[src/rtl/mux_pkg.sv]
// Shared constants, skid-stage state encoding and helpers for the N:1 registered selector.
package mux_pkg;

  localparam int unsigned NUM_IN_MAX = 16;

  // Encoding is {skid_valid, out_valid}.
  typedef enum logic [1:0] {
    StEmpty = 2'b00,
    StOne   = 2'b01,
    StFull  = 2'b11
  } skid_state_e;

  function automatic int unsigned clog2(input int unsigned n);
    int unsigned r;
    r = 0;
    while ((32'd1 << r) < n) begin
      r = r + 1;
    end
    return r;
  endfunction

endpackage

[src/rtl/pipe_skid_buf.sv]
// Two-entry valid/ready register stage: main output register plus one skid register.
// in_ready_o is derived purely from state, so there is no combinational path from out_ready_i.
module pipe_skid_buf
  import mux_pkg::*;
#(
  parameter int unsigned DATA_W = 32
) (
  input  logic              clk_i,
  input  logic              rst_i,
  input  logic [DATA_W-1:0] in_data_i,
  input  logic              in_valid_i,
  output logic              in_ready_o,
  output logic [DATA_W-1:0] out_data_o,
  output logic              out_valid_o,
  input  logic              out_ready_i
);

  skid_state_e       state_q, state_d;
  logic [DATA_W-1:0] main_q, main_d;
  logic [DATA_W-1:0] skid_q, skid_d;
  logic              accept;
  logic              drain;

  assign in_ready_o  = (state_q != StFull);
  assign out_valid_o = (state_q != StEmpty);
  assign out_data_o  = main_q;
  assign accept      = in_valid_i && in_ready_o;
  assign drain       = out_valid_o && out_ready_i;

  always_comb begin
    state_d = state_q;
    main_d  = main_q;
    skid_d  = skid_q;
    unique case (state_q)
      StEmpty: begin
        if (accept) begin
          main_d  = in_data_i;
          state_d = StOne;
        end
      end
      StOne: begin
        if (accept && drain) begin
          main_d = in_data_i;
        end else if (accept) begin
          skid_d  = in_data_i;
          state_d = StFull;
        end else if (drain) begin
          state_d = StEmpty;
        end
      end
      StFull: begin
        if (drain) begin
          main_d  = skid_q;
          state_d = StOne;
        end
      end
      default: state_d = StEmpty;
    endcase
  end

  always_ff @(posedge clk_i or posedge rst_i) begin
    if (rst_i) begin
      state_q <= StEmpty;
      main_q  <= '0;
      skid_q  <= '0;
    end else begin
      state_q <= state_d;
      main_q  <= main_d;
      skid_q  <= skid_d;
    end
  end

endmodule

[src/rtl/mux_nto1_pipe.sv]
// Parametrised N:1 selector feeding a registered skid stage; out-of-range select forwards zeros.
// Optional sticky out-of-range flag sel_err_o is enabled by defining MUX_SEL_ERR_EN.
module mux_nto1_pipe
  import mux_pkg::*;
#(
  parameter int unsigned  DATA_W = 32,
  parameter int unsigned  NUM_IN = 4,
  localparam int unsigned SEL_W  = clog2(NUM_IN)
) (
  input  logic                     clk_i,
  input  logic                     rst_i,
  input  logic [NUM_IN*DATA_W-1:0] data_i,
  input  logic [SEL_W-1:0]         select_i,
  input  logic                     in_valid_i,
  output logic                     in_ready_o,
  output logic [DATA_W-1:0]        data_o,
  output logic                     out_valid_o,
`ifdef MUX_SEL_ERR_EN
  output logic                     sel_err_o,
`endif
  input  logic                     out_ready_i
);

  logic [DATA_W-1:0] sel_data;

  // Indices with no matching input fall through to the all-zero default.
  always_comb begin
    sel_data = '0;
    for (int unsigned k = 0; k < NUM_IN; k++) begin
      if (select_i == SEL_W'(k)) begin
        sel_data = data_i[k*DATA_W +: DATA_W];
      end
    end
  end

  pipe_skid_buf #(
    .DATA_W (DATA_W)
  ) u_skid (
    .clk_i       (clk_i),
    .rst_i       (rst_i),
    .in_data_i   (sel_data),
    .in_valid_i  (in_valid_i),
    .in_ready_o  (in_ready_o),
    .out_data_o  (data_o),
    .out_valid_o (out_valid_o),
    .out_ready_i (out_ready_i)
  );

`ifdef MUX_SEL_ERR_EN
  if ((NUM_IN & (NUM_IN - 1)) == 0) begin : g_sel_err_tie
    // Every select code maps to a real input.
    assign sel_err_o = 1'b0;
  end else begin : g_sel_err
    logic sel_err_q;
    always_ff @(posedge clk_i or posedge rst_i) begin
      if (rst_i) begin
        sel_err_q <= 1'b0;
      end else if (in_valid_i && in_ready_o && (int'(select_i) >= int'(NUM_IN))) begin
        sel_err_q <= 1'b1;
      end
    end
    assign sel_err_o = sel_err_q;
  end
`endif

endmodule

[config.mk]
export PLATFORM = sky130hd
export DESIGN_NAME = mux_nto1_pipe
export DESIGN_NICKNAME = d
export VERILOG_FILES = /design/src/rtl/mux_pkg.sv /design/src/rtl/pipe_skid_buf.sv /design/src/rtl/mux_nto1_pipe.sv
export SDC_FILE = /design/constraint.sdc
export NUM_CORES = 1
export LEC_CHECK = 0
export BUFFER_PORTS_ARGS = -buffer_cell sky130_fd_sc_hd__buf_4
export CAP_MARGIN = 20
export CORE_ASPECT_RATIO = 0.7
export CORE_UTILIZATION = 35
export CTS_BUF_LIST = sky130_fd_sc_hd__clkbuf_8
export DETAILED_ROUTE_END_ITERATION = 10
export GPL_ROUTABILITY_DRIVEN = 0
export GPL_TIMING_DRIVEN = 1
export PLACE_DENSITY = 0.59
export SLEW_MARGIN = 20
export SYNTH_ARGS = -nofsm -noshare
export SYNTH_HDL_FRONTEND = slang
export SYNTH_SLANG_ARGS = --single-unit
[constraint.sdc]
create_clock -name clk_i -period 3 [get_ports clk_i]
set_input_delay 0.6 -clock clk_i [delete_from_list [all_inputs] [get_ports clk_i]]
set_output_delay 0.6 -clock clk_i [all_outputs]
set_load 0.01 [all_outputs]
==> run_summary.xml, run 1 <==
<?xml version="1.0" encoding="UTF-8"?>
<metrics>
  <group name="timing">
    <metric name="final.setup_skew" unit="ns">0.00450</metric>
    <metric name="setup-violations-final" unit="">0</metric>
    <metric name="worstMarginPinSlew" unit="ns">0.891</metric>
    <metric name="final_hold_viol_count" unit="">0</metric>
    <metric name="timing.setup.tns" unit="ns">0</metric>
    <metric name="timing.final.max_slew_violations" unit="">0</metric>
    <metric name="max_clock_freq" unit="GHz">0.402</metric>
    <metric name="grt_setup_unrepaired" unit="">false</metric>
    <metric name="max_slew_margin" unit="%">40.6</metric>
    <metric name="post-route-period-util" unit="%">82.9</metric>
    <metric name="fin_crit" unit="ns">2.49</metric>
    <metric name="worst_slack" unit="ns">0.514</metric>
    <metric name="hold_slack" unit="ns">0.350</metric>
  </group>
  <group name="cts">
    <metric name="clock_sink_count" unit="">66</metric>
    <metric name="clk_transition_reported_paths" unit="ns">0.07</metric>
    <metric name="post_cts_setup_driven_buffer_insertion_count" unit="">0</metric>
    <metric name="cts_max_level" unit="">3</metric>
    <metric name="numCtsBuffers" unit="">9</metric>
    <metric name="holdBufCountCts" unit="">0</metric>
    <metric name="worst_skew_pair.late_latency" unit="ns">0.34</metric>
    <metric name="post_cts.resized_instances" unit="">0</metric>
    <metric name="cts_tree" unit="">done</metric>
    <metric name="cts_max_path_buffers" unit="">2</metric>
    <metric name="clk_root_buffer_cell" unit="">sky130_fd_sc_hd__clkbuf_8</metric>
  </group>
  <group name="cells_and_area">
    <metric name="share_of_post_route_cells_with_drive_strength_above_1" unit="%">41.2</metric>
    <metric name="area_delta_synth_final" unit="%">33.5</metric>
    <metric name="layout.nets" unit="">740</metric>
    <metric name="n_antenna_cell" unit="">0</metric>
    <metric name="finalInstanceArea" unit="sq um">6030</metric>
    <metric name="layout.filler_cells" unit="">1223</metric>
  </group>
  <group name="critical_path">
    <metric name="setup.worst_path.start_class" unit="">flip-flop</metric>
    <metric name="timing_worst_setup_path_type" unit="">flip-flop to primary output</metric>
    <metric name="crit_path_end_kind" unit="">primary output</metric>
    <metric name="reg2regPathDepth" unit="">7</metric>
    <metric name="critical_path.reg2reg.startpoint" unit="">u_skid.state_q[1]$_DFFE_PP0P_</metric>
    <metric name="crit_fanout" unit="">11</metric>
    <metric name="worst_r2r_end" unit="">u_skid.out_data_o[15]$_DFFE_PP0P_</metric>
    <metric name="timing.critical_path.required" unit="ns">2.40</metric>
    <metric name="timing.reg2reg.setup_slack" unit="ns">0.65</metric>
    <metric name="worstPathArrival" unit="ns">1.89</metric>
  </group>
  <group name="synthesis">
    <metric name="synth-seq-area-share" unit="%">36.6</metric>
    <metric name="synth-edff-count" unit="">0</metric>
    <metric name="synth.top_cells.by_area" unit="">sky130_fd_sc_hd__dfrtp_1 (37%), sky130_fd_sc_hd__mux2_4 (16%), sky130_fd_sc_hd__mux2i_1 (7.1%)</metric>
    <metric name="mapped_nets" unit="">592</metric>
    <metric name="asyncSetResetFlopFracSynth" unit="%">100</metric>
    <metric name="post_syn_area" unit="sq um">4520</metric>
    <metric name="synth.ff_latch_count" unit="">66</metric>
    <metric name="netlist-cell-type-count" unit="">31</metric>
    <metric name="synthCells" unit="">452</metric>
    <metric name="synth_top_area_cell" unit="">sky130_fd_sc_hd__dfrtp_1</metric>
    <metric name="synth_warnings" unit="">0</metric>
    <metric name="synth-main-ff-cell" unit="">sky130_fd_sc_hd__dfrtp_1</metric>
    <metric name="postSynthAreaPerCell" unit="sq um">10.0</metric>
    <metric name="synth_top_cell_area_share" unit="%">36.6</metric>
  </group>
  <group name="detailed_routing">
    <metric name="wirelength_routed" unit="um">12400</metric>
    <metric name="drt_pass1_iterations" unit="">4</metric>
    <metric name="vias_per_cell" unit="">5.01</metric>
    <metric name="post-route-drc-count" unit="">0</metric>
    <metric name="routedWlPerCell" unit="um">16.1</metric>
    <metric name="initialDrtViolationCount" unit="">157</metric>
    <metric name="num_vias" unit="">3838</metric>
    <metric name="drtAntennaViolNets" unit="">0</metric>
  </group>
  <group name="die">
    <metric name="floorplan.die.height" unit="um">97.1</metric>
    <metric name="dieWidth" unit="um">138</metric>
    <metric name="start_util" unit="%">36.1</metric>
    <metric name="design.core.area" unit="sq um">12500</metric>
    <metric name="num_rows" unit="">34</metric>
    <metric name="fp.dieArea" unit="sq um">13400</metric>
    <metric name="num_io_pins" unit="">168</metric>
  </group>
  <group name="outcome">
    <metric name="run_status" unit="">complete, no violations</metric>
  </group>
  <group name="min_path">
    <metric name="hold_path.class" unit="">input pin to async pin</metric>
  </group>
  <group name="placed_design">
    <metric name="port_buffers" unit="">167</metric>
    <metric name="preCtsSetupSlack" unit="ns">0.649</metric>
    <metric name="dp.final_hpwl" unit="um">8990</metric>
    <metric name="placement.cell_area" unit="sq um">5860</metric>
  </group>
  <group name="grt">
    <metric name="track_usage" unit="%">19.0</metric>
    <metric name="grt.overflow.total" unit="">0</metric>
    <metric name="first_global_vias" unit="">3930</metric>
    <metric name="grt_max_degree" unit="">97</metric>
    <metric name="antenna_found_initial" unit="">0</metric>
    <metric name="global_route_wire_length_before_repair" unit="um">19700</metric>
  </group>
  <group name="pwr">
    <metric name="power.density" unit="nW/um^2">793</metric>
    <metric name="max-vdd-ir-drop" unit="uV">383</metric>
    <metric name="p_leak" unit="uW">0.00298</metric>
  </group>
  <group name="flow_run">
    <metric name="drv.max_cap_violation_count" unit="">0</metric>
  </group>
</metrics>
[kinds of logic after synthesis]
| group | share of synthesized area, % |
|---|---|
| AO/OA/AOI/OAI | 18.4 |
| adder cells (fa/ha/maj) | 1.66 |
| buffers and inverters | 7.20 |
| flip-flops | 36.6 |
| multiplexers | 23.7 |
| AND/OR/NAND/NOR | 12.5 |
[final cells by class]
cell class                 count  area, sq um  share of cell area (%)
multi-input combinational    324         2560                    42.4
inverter                      21         78.8                    1.31
clock inverter                 4         18.8                   0.311
clock buffer                  11          151                    2.51
timing repair buffer         178         1370                    22.8
tap                          162          203                    3.36
sequential                    66         1650                    27.4
[registers in the layout, summed over array words and instances (netlist names)]
register and cells:
u_skid.skid_q 32, u_skid.out_data_o 32, u_skid.state_q 2
[per-layer routing]
layer | global-route usage (%) | up-vias | share of wire (%)
met5 | 0 | - | 0
met3 | 5.53 | 13 | 7.3
met4 | 5.18 | 0 | 1.4
met1 | 26.3 | 1787 | 47
li1 | - | 1915 | -
met2 | 28.8 | 123 | 44
[placed cells by master (no fill, tap or decap), types with 2 or more instances in the layout]
master / n
sky130_fd_sc_hd__a21oi_1: 2
sky130_fd_sc_hd__a221oi_1: 15
sky130_fd_sc_hd__a2bb2oi_1: 17
sky130_fd_sc_hd__and2_1: 15
sky130_fd_sc_hd__buf_12: 3
sky130_fd_sc_hd__buf_4: 175
sky130_fd_sc_hd__clkbuf_8: 11
sky130_fd_sc_hd__clkinv_2: 3
sky130_fd_sc_hd__dfrtp_1: 66
sky130_fd_sc_hd__ha_1: 5
sky130_fd_sc_hd__inv_1: 20
sky130_fd_sc_hd__mux2_2: 4
sky130_fd_sc_hd__mux2_4: 47
sky130_fd_sc_hd__mux2i_1: 32
sky130_fd_sc_hd__nand2_1: 66
sky130_fd_sc_hd__nor2b_1: 15
sky130_fd_sc_hd__nor2b_4: 2
sky130_fd_sc_hd__nor4_1: 15
sky130_fd_sc_hd__o21ai_0: 49
sky130_fd_sc_hd__o31a_1: 17
sky130_fd_sc_hd__o31ai_1: 15
[worst max-delay path: stages, from the launching register on]
cell,delay (ns)
sky130_fd_sc_hd__dfrtp_1,0.43
sky130_fd_sc_hd__ha_2,0.37
sky130_fd_sc_hd__buf_4,0.27
sky130_fd_sc_hd__clkinv_1,0.25
sky130_fd_sc_hd__buf_4,0.23
[worst max-delay path by stage]
stage | start | to | slack [ns] | cells past startpoint
2_1_floorplan | rst_i | u_skid.out_data_o[0]$_DFFE_PP0P_ | 0.75 | 1
3_3_place_gp | select_i[1] | u_skid.out_data_o[27]$_DFFE_PP0P_ | 0.69 | 5
3_5_place_dp | select_i[1] | u_skid.out_data_o[27]$_DFFE_PP0P_ | 0.65 | 5
4_1_cts | u_skid.state_q[1]$_DFFE_PP0P_ | in_ready_o | 0.49 | 4
5_1_grt | u_skid.state_q[1]$_DFFE_PP0P_ | in_ready_o | 0.38 | 4
6_report | u_skid.state_q[1]$_DFFE_PP0P_ | in_ready_o | 0.51 | 4
[synth_stat cells (5+ instances only)]
| master | n |
|---|---|
| sky130_fd_sc_hd__o31a_1 | 17 |
| sky130_fd_sc_hd__nand2_1 | 66 |
| sky130_fd_sc_hd__and2_1 | 15 |
| sky130_fd_sc_hd__ha_1 | 6 |
| sky130_fd_sc_hd__o31ai_1 | 15 |
| sky130_fd_sc_hd__nor2b_1 | 16 |
| sky130_fd_sc_hd__nor4_1 | 15 |
| sky130_fd_sc_hd__dfrtp_1 | 66 |
| sky130_fd_sc_hd__a2bb2oi_1 | 17 |
| sky130_fd_sc_hd__buf_6 | 5 |
| sky130_fd_sc_hd__buf_2 | 8 |
| sky130_fd_sc_hd__clkbuf_1 | 18 |
| sky130_fd_sc_hd__inv_1 | 20 |
| sky130_fd_sc_hd__mux2_4 | 47 |
| sky130_fd_sc_hd__a221oi_1 | 15 |
| sky130_fd_sc_hd__o21ai_0 | 49 |
| sky130_fd_sc_hd__mux2i_1 | 32 |
[through the flow]
step	cells	util, %	total power, uW
after floorplan	452	-	3350
after global placement	751	46.9	4100
after detailed placement	751	46.9	4170
after CTS	766	48.2	4840
after global routing	766	48.2	5130
final	766	48.2	4790
[power breakdown]
group          switching (uW)  total (uW)  leakage [uW]  internal (uW)
registers                 277        1620      0.000785           1350
logic                    1080        2510       0.00209           1430
clock network             323         656     0.0000961            333
total                    1680        4790       0.00298           3110
Note: power is estimated with default switching activity, not from simulation.
==> inputs of run 2 (changes only) <==
Clock period 3 ns to 2.3 ns, I/O delays scaled along.
==> run_summary.xml, run 2 (synthesis gave the netlist of run 1 again) <==
<?xml version="1.0" encoding="UTF-8"?>
<metrics>
  <group name="cts">
    <metric name="clk_transition_reported_paths" unit="ns">0.07</metric>
    <metric name="numCtsBuffers" unit="">9</metric>
    <metric name="cts_max_level" unit="">3</metric>
    <metric name="clk_root_buffer_cell" unit="">sky130_fd_sc_hd__clkbuf_8</metric>
    <metric name="post_cts_setup_driven_buffer_insertion_count" unit="">0</metric>
    <metric name="cts_max_path_buffers" unit="">2</metric>
    <metric name="worst_skew_pair.late_latency" unit="ns">0.35</metric>
    <metric name="cts_tree" unit="">done</metric>
    <metric name="clock_sink_count" unit="">66</metric>
  </group>
  <group name="timing">
    <metric name="max_clock_freq" unit="GHz">0.464</metric>
    <metric name="timing.setup.tns" unit="ns">0</metric>
    <metric name="final_hold_viol_count" unit="">0</metric>
    <metric name="post-route-period-util" unit="%">93.6</metric>
    <metric name="hold_slack" unit="ns">0.112</metric>
    <metric name="worstMarginPinSlew" unit="ns">0.430</metric>
    <metric name="setup-violations-final" unit="">0</metric>
    <metric name="grt_setup_unrepaired" unit="">false</metric>
    <metric name="fin_crit" unit="ns">2.15</metric>
    <metric name="final.setup_skew" unit="ns">0.00546</metric>
    <metric name="max_slew_margin" unit="%">71.3</metric>
    <metric name="timing.final.max_slew_violations" unit="">0</metric>
  </group>
  <group name="detailed_routing">
    <metric name="drtAntennaViolNets" unit="">0</metric>
    <metric name="drt_pass1_iterations" unit="">5</metric>
    <metric name="vias_per_cell" unit="">5.11</metric>
    <metric name="post-route-drc-count" unit="">0</metric>
    <metric name="initialDrtViolationCount" unit="">110</metric>
    <metric name="num_vias" unit="">3948</metric>
    <metric name="routedWlPerCell" unit="um">16.2</metric>
    <metric name="wirelength_routed" unit="um">12500</metric>
  </group>
  <group name="placed_design">
    <metric name="port_buffers" unit="">167</metric>
    <metric name="placement.cell_area" unit="sq um">5960</metric>
    <metric name="dp.final_hpwl" unit="um">9210</metric>
    <metric name="place_inst" unit="">756</metric>
  </group>
  <group name="grt">
    <metric name="antenna_found_initial" unit="">0</metric>
    <metric name="first_global_vias" unit="">3936</metric>
    <metric name="grt.overflow.total" unit="">0</metric>
    <metric name="track_usage" unit="%">19.8</metric>
    <metric name="grt_max_degree" unit="">57</metric>
    <metric name="global_route_wire_length_before_repair" unit="um">20300</metric>
  </group>
  <group name="die">
    <metric name="num_io_pins" unit="">168</metric>
    <metric name="num_rows" unit="">34</metric>
    <metric name="dieWidth" unit="um">138</metric>
    <metric name="design.core.area" unit="sq um">12500</metric>
    <metric name="floorplan.die.height" unit="um">97.1</metric>
    <metric name="start_util" unit="%">36.1</metric>
    <metric name="fp.dieArea" unit="sq um">13400</metric>
  </group>
  <group name="critical_path">
    <metric name="crit_path_end_kind" unit="">primary output</metric>
    <metric name="worstPathArrival" unit="ns">1.69</metric>
    <metric name="timing.critical_path.required" unit="ns">1.84</metric>
    <metric name="crit_fanout" unit="">11</metric>
    <metric name="setup.worst_path.start_class" unit="">flip-flop</metric>
    <metric name="timing_worst_setup_path_type" unit="">flip-flop to primary output</metric>
  </group>
  <group name="pwr">
    <metric name="power" unit="uW">6360</metric>
    <metric name="max-vdd-ir-drop" unit="uV">379</metric>
    <metric name="p_leak" unit="uW">0.00303</metric>
    <metric name="power.density" unit="nW/um^2">1040</metric>
  </group>
  <group name="cells_and_area">
    <metric name="layout.nets" unit="">745</metric>
    <metric name="layout_commonest_cell" unit="">sky130_fd_sc_hd__buf_4</metric>
    <metric name="most-common-layout-cells" unit="">sky130_fd_sc_hd__buf_4 (175), sky130_fd_sc_hd__nand2_1 (66), sky130_fd_sc_hd__dfrtp_1 (66)</metric>
    <metric name="area_delta_synth_final" unit="%">36.1</metric>
    <metric name="layout.filler_cells" unit="">1192</metric>
    <metric name="n_antenna_cell" unit="">0</metric>
    <metric name="stdcell_count" unit="">772</metric>
    <metric name="share_of_post_route_cells_with_drive_strength_above_1" unit="%">41.8</metric>
    <metric name="finalInstanceArea" unit="sq um">6150</metric>
  </group>
  <group name="min_path">
    <metric name="hold_path.class" unit="">input pin to async pin</metric>
  </group>
  <group name="outcome">
    <metric name="run_status" unit="">complete, no violations</metric>
  </group>
  <group name="flow_run">
    <metric name="drv.max_cap_violation_count" unit="">0</metric>
  </group>
</metrics>
run 2: per-stage QoR:
| stage | setup WS (ns) | util [%] |
|---|---|---|
| global route | 0.00200 | 49.1 |
| floorplan | 0.185 | - |
| CTS | 0.108 | 49.1 |
| detailed placement | 0.316 | 47.7 |
| finish | 0.146 | 49.1 |
| global placement | 0.379 | 47.7 |
run 2: power by group:
part	switching [uW]	internal (uW)	leakage (uW)
Combinational	1410	1940	0.00214
Clock	434	468	0.000105
Sequential	354	1760	0.000785
Total	2200	4160	0.00303
run 2: timing repair:
action | CTS | global route
hold buffers | 0 | 0
endpoints found under the setup margin | 1 | 0
gates resized for setup | 1 | 0
run 2: area by class of cell:
type	count	area [sq um]	area share, %
flip-flops and latches	66	1650	26.9
well taps	162	203	3.30
inverters	21	80.1	1.30
multi-input cells	324	2560	41.6
clock inverters	4	17.5	0.285
clock buffers	12	165	2.69
repair buffers	183	1470	24.0
run 2: final timing paths:
path	slack (ns)	depth (start not counted)	start	endpoint
min reg2reg	0.48	2	u_skid.skid_q[23]$_DFFE_PP0P_	u_skid.skid_q[23]$_DFFE_PP0P_
min in group clk_i	0.48	2	u_skid.skid_q[23]$_DFFE_PP0P_	u_skid.skid_q[23]$_DFFE_PP0P_
min	0.11	2	rst_i	u_skid.skid_q[4]$_DFFE_PP0P_
max reg2reg	0.32	7	u_skid.state_q[0]$_DFFE_PP0P_	u_skid.out_data_o[30]$_DFFE_PP0P_
max in group asynchronous	1.49	3	rst_i	u_skid.skid_q[24]$_DFFE_PP0P_
max	0.15	4	u_skid.state_q[1]$_DFFE_PP0P_	in_ready_o
run 2: per-layer routing:
layer	wire length, um	track usage, %	vias to the layer above
met5	0	0	-
met3	748	5.22	7
li1	-	-	1933
met4	89	4.26	0
met1	5870	27.3	1891
met2	5810	30.9	117
run 2: critical path: stages, from the launching register on:
cell	delay, ns
sky130_fd_sc_hd__dfrtp_1	0.41
sky130_fd_sc_hd__ha_2	0.36
sky130_fd_sc_hd__clkinv_2	0.19
sky130_fd_sc_hd__buf_4	0.23
sky130_fd_sc_hd__buf_4	0.16
==> inputs of run 3 (changes only) <==
Clock period 2.3 ns to 2.05 ns, I/O delays scaled along.
==> run_summary.xml, run 3 (synthesis gave the netlist of run 1 again) <==
<?xml version="1.0" encoding="UTF-8"?>
<metrics>
  <group name="critical_path">
    <metric name="timing_worst_setup_path_type" unit="">flip-flop to primary output</metric>
    <metric name="timing.critical_path.slowest_stage_cell" unit="">sky130_fd_sc_hd__dfrtp_2</metric>
    <metric name="worstPathArrival" unit="ns">1.56</metric>
    <metric name="cpPeakStageDelay" unit="ns">0.45</metric>
    <metric name="worstPathCellList" unit="">ha_4 &gt; buf_8 &gt; clkinv_1 &gt; buf_6 &gt; buf_4</metric>
    <metric name="crit_fanout" unit="">18</metric>
    <metric name="setup.worst_path.start_class" unit="">flip-flop</metric>
    <metric name="timing.reg2reg.setup_slack" unit="ns">0.12</metric>
    <metric name="reg2regPathDepth" unit="">7</metric>
    <metric name="cp.buffers_inverters" unit="">4</metric>
    <metric name="critical_path.reg2reg.startpoint" unit="">u_skid.state_q[0]$_DFFE_PP0P_</metric>
    <metric name="worst_r2r_end" unit="">u_skid.out_data_o[30]$_DFFE_PP0P_</metric>
    <metric name="top_cell_family_by_delay_on_the_critical_path" unit="">buffers and inverters</metric>
    <metric name="timing.critical_path.required" unit="ns">1.64</metric>
    <metric name="crit_path_end_kind" unit="">primary output</metric>
  </group>
  <group name="detailed_routing">
    <metric name="num_vias" unit="">3964</metric>
    <metric name="post-route-drc-count" unit="">0</metric>
    <metric name="vias_per_cell" unit="">5.11</metric>
    <metric name="initialDrtViolationCount" unit="">163</metric>
    <metric name="routedWlPerCell" unit="um">16.3</metric>
    <metric name="wirelength_routed" unit="um">12600</metric>
    <metric name="drtAntennaViolNets" unit="">0</metric>
    <metric name="drt_pass1_iterations" unit="">4</metric>
  </group>
  <group name="cts">
    <metric name="holdBufCountCts" unit="">0</metric>
    <metric name="cts_max_level" unit="">3</metric>
    <metric name="numCtsBuffers" unit="">9</metric>
    <metric name="clk_transition_reported_paths" unit="ns">0.07</metric>
    <metric name="clk_root_buffer_cell" unit="">sky130_fd_sc_hd__clkbuf_8</metric>
    <metric name="cts_tree" unit="">done</metric>
    <metric name="cts_max_path_buffers" unit="">2</metric>
    <metric name="clock_sink_count" unit="">66</metric>
    <metric name="worst_skew_pair.late_latency" unit="ns">0.35</metric>
  </group>
  <group name="die">
    <metric name="start_util" unit="%">36.1</metric>
    <metric name="floorplan.die.height" unit="um">97.1</metric>
    <metric name="num_rows" unit="">34</metric>
    <metric name="fp.dieArea" unit="sq um">13400</metric>
    <metric name="num_io_pins" unit="">168</metric>
    <metric name="design.core.area" unit="sq um">12500</metric>
    <metric name="dieWidth" unit="um">138</metric>
  </group>
  <group name="grt">
    <metric name="grt.overflow.total" unit="">0</metric>
    <metric name="track_usage" unit="%">19.0</metric>
    <metric name="antenna_found_initial" unit="">0</metric>
    <metric name="grt_max_degree" unit="">67</metric>
    <metric name="first_global_vias" unit="">3894</metric>
    <metric name="global_route_wire_length_before_repair" unit="um">19600</metric>
  </group>
  <group name="placed_design">
    <metric name="dp.final_hpwl" unit="um">9190</metric>
    <metric name="port_buffers" unit="">167</metric>
    <metric name="preCtsSetupSlack" unit="ns">0.0349</metric>
  </group>
  <group name="cells_and_area">
    <metric name="most-common-layout-cells" unit="">sky130_fd_sc_hd__buf_4 (174), sky130_fd_sc_hd__nand2_1 (66), sky130_fd_sc_hd__dfrtp_1 (65)</metric>
    <metric name="share_of_post_route_cells_with_drive_strength_above_1" unit="%">42.4</metric>
    <metric name="layout.filler_cells" unit="">1196</metric>
    <metric name="area_delta_synth_final" unit="%">38.2</metric>
    <metric name="layout_commonest_cell" unit="">sky130_fd_sc_hd__buf_4</metric>
    <metric name="n_antenna_cell" unit="">0</metric>
    <metric name="layout.nets" unit="">748</metric>
  </group>
  <group name="timing">
    <metric name="worstMarginPinSlew" unit="ns">0.332</metric>
    <metric name="worst_slack" unit="ns">0.0770</metric>
    <metric name="max_slew_margin" unit="%">77.2</metric>
    <metric name="final.setup_skew" unit="ns">0.00734</metric>
    <metric name="post-route-period-util" unit="%">96.2</metric>
    <metric name="fin_crit" unit="ns">1.97</metric>
    <metric name="setup-violations-final" unit="">0</metric>
    <metric name="final_hold_viol_count" unit="">0</metric>
    <metric name="timing.final.max_slew_violations" unit="">0</metric>
    <metric name="timing.setup.tns" unit="ns">0</metric>
    <metric name="grt_setup_unrepaired" unit="">false</metric>
    <metric name="max_clock_freq" unit="GHz">0.507</metric>
  </group>
  <group name="pwr">
    <metric name="power.density" unit="nW/um^2">1190</metric>
    <metric name="max-vdd-ir-drop" unit="uV">436</metric>
    <metric name="power" unit="uW">7440</metric>
    <metric name="p_leak" unit="uW">0.00307</metric>
  </group>
  <group name="outcome">
    <metric name="run_status" unit="">complete, no violations</metric>
  </group>
  <group name="min_path">
    <metric name="hold_path.class" unit="">input pin to async pin</metric>
  </group>
  <group name="flow_run">
    <metric name="drv.max_cap_violation_count" unit="">0</metric>
  </group>
</metrics>
run 3: what timing repair did:
| item | 4_1_cts | 5_1_grt |
|---|---|---|
| pin swaps | 0 | 2 |
| endpoints found under the setup margin | 1 | 26 |
| gates cloned | 0 | 1 |
| resized for setup | 5 | 6 |
| setup buffers | 1 | 0 |
run 3: cell type report:
class	count	area, sq um	area share, %
clock buffers	11	151	2.42
clock inverters	5	46.3	0.741
inverters	21	82.6	1.32
multi-input cells	324	2590	41.5
flip-flops and latches	66	1650	26.5
well taps	162	203	3.25
repair buffers	186	1520	24.3
run 3: report_power, final:
group / internal, uW / total [uW] / switching (uW)
Sequential: 1970 / 2390 / 417
Combinational: 2290 / 3960 / 1670
Clock: 613 / 1100 / 482
run 3: how the worst max path moves through the flow:
stage | to | start | slack (ns) | depth (start not counted)
floorplan | u_skid.out_data_o[0]$_DFFE_PP0P_ | u_skid.state_q[0]$_DFFE_PP0P_ | 0.23 | 8
global placement | u_skid.out_data_o[29]$_DFFE_PP0P_ | u_skid.state_q[0]$_DFFE_PP0P_ | 0.13 | 7
detailed placement | u_skid.out_data_o[29]$_DFFE_PP0P_ | u_skid.state_q[0]$_DFFE_PP0P_ | 0.03 | 7
CTS | in_ready_o | u_skid.state_q[0]$_DFFE_PP0P_ | 0.05 | 5
global route | in_ready_o | u_skid.state_q[0]$_DFFE_PP0P_ | 0.005 | 5
finish | in_ready_o | u_skid.state_q[1]$_DFFE_PP0P_ | 0.08 | 5
run 3: per-layer routing:
layer	share of wire (%)	vias to the layer above	track usage, %
li1	-	1940	-
met3	7.0	12	4.85
met2	45	129	29.8
met5	0	-	0
met4	1.1	0	4.52
met1	47	1883	26.2
run 3: worst reg2reg max path, stage by stage, from the launching register on:
cell and delay, ns:
sky130_fd_sc_hd__dfrtp_1 0.41, sky130_fd_sc_hd__inv_1 0.11, sky130_fd_sc_hd__ha_1 0.25, sky130_fd_sc_hd__nand2b_4 0.17, sky130_fd_sc_hd__a21boi_2 0.15, sky130_fd_sc_hd__o21ba_4 0.21, sky130_fd_sc_hd__buf_6 0.17, sky130_fd_sc_hd__mux2_2 0.34
run 3: through the flow:
| step | area, sq um | cells | hold WS (ns) | utilization, % |
|---|---|---|---|---|
| 3_5_place_dp | 5960 | 757 | 0.470 | 47.7 |
| 4_1_cts | 6190 | 774 | 0.160 | 49.5 |
| 6_report | 6240 | 775 | 0.157 | 49.9 |
| 5_1_grt | 6240 | 775 | 0.173 | 49.9 |
| 2_1_floorplan | 4520 | 452 | 0.450 | - |
| 3_3_place_gp | 5960 | 757 | 0.462 | 47.7 |
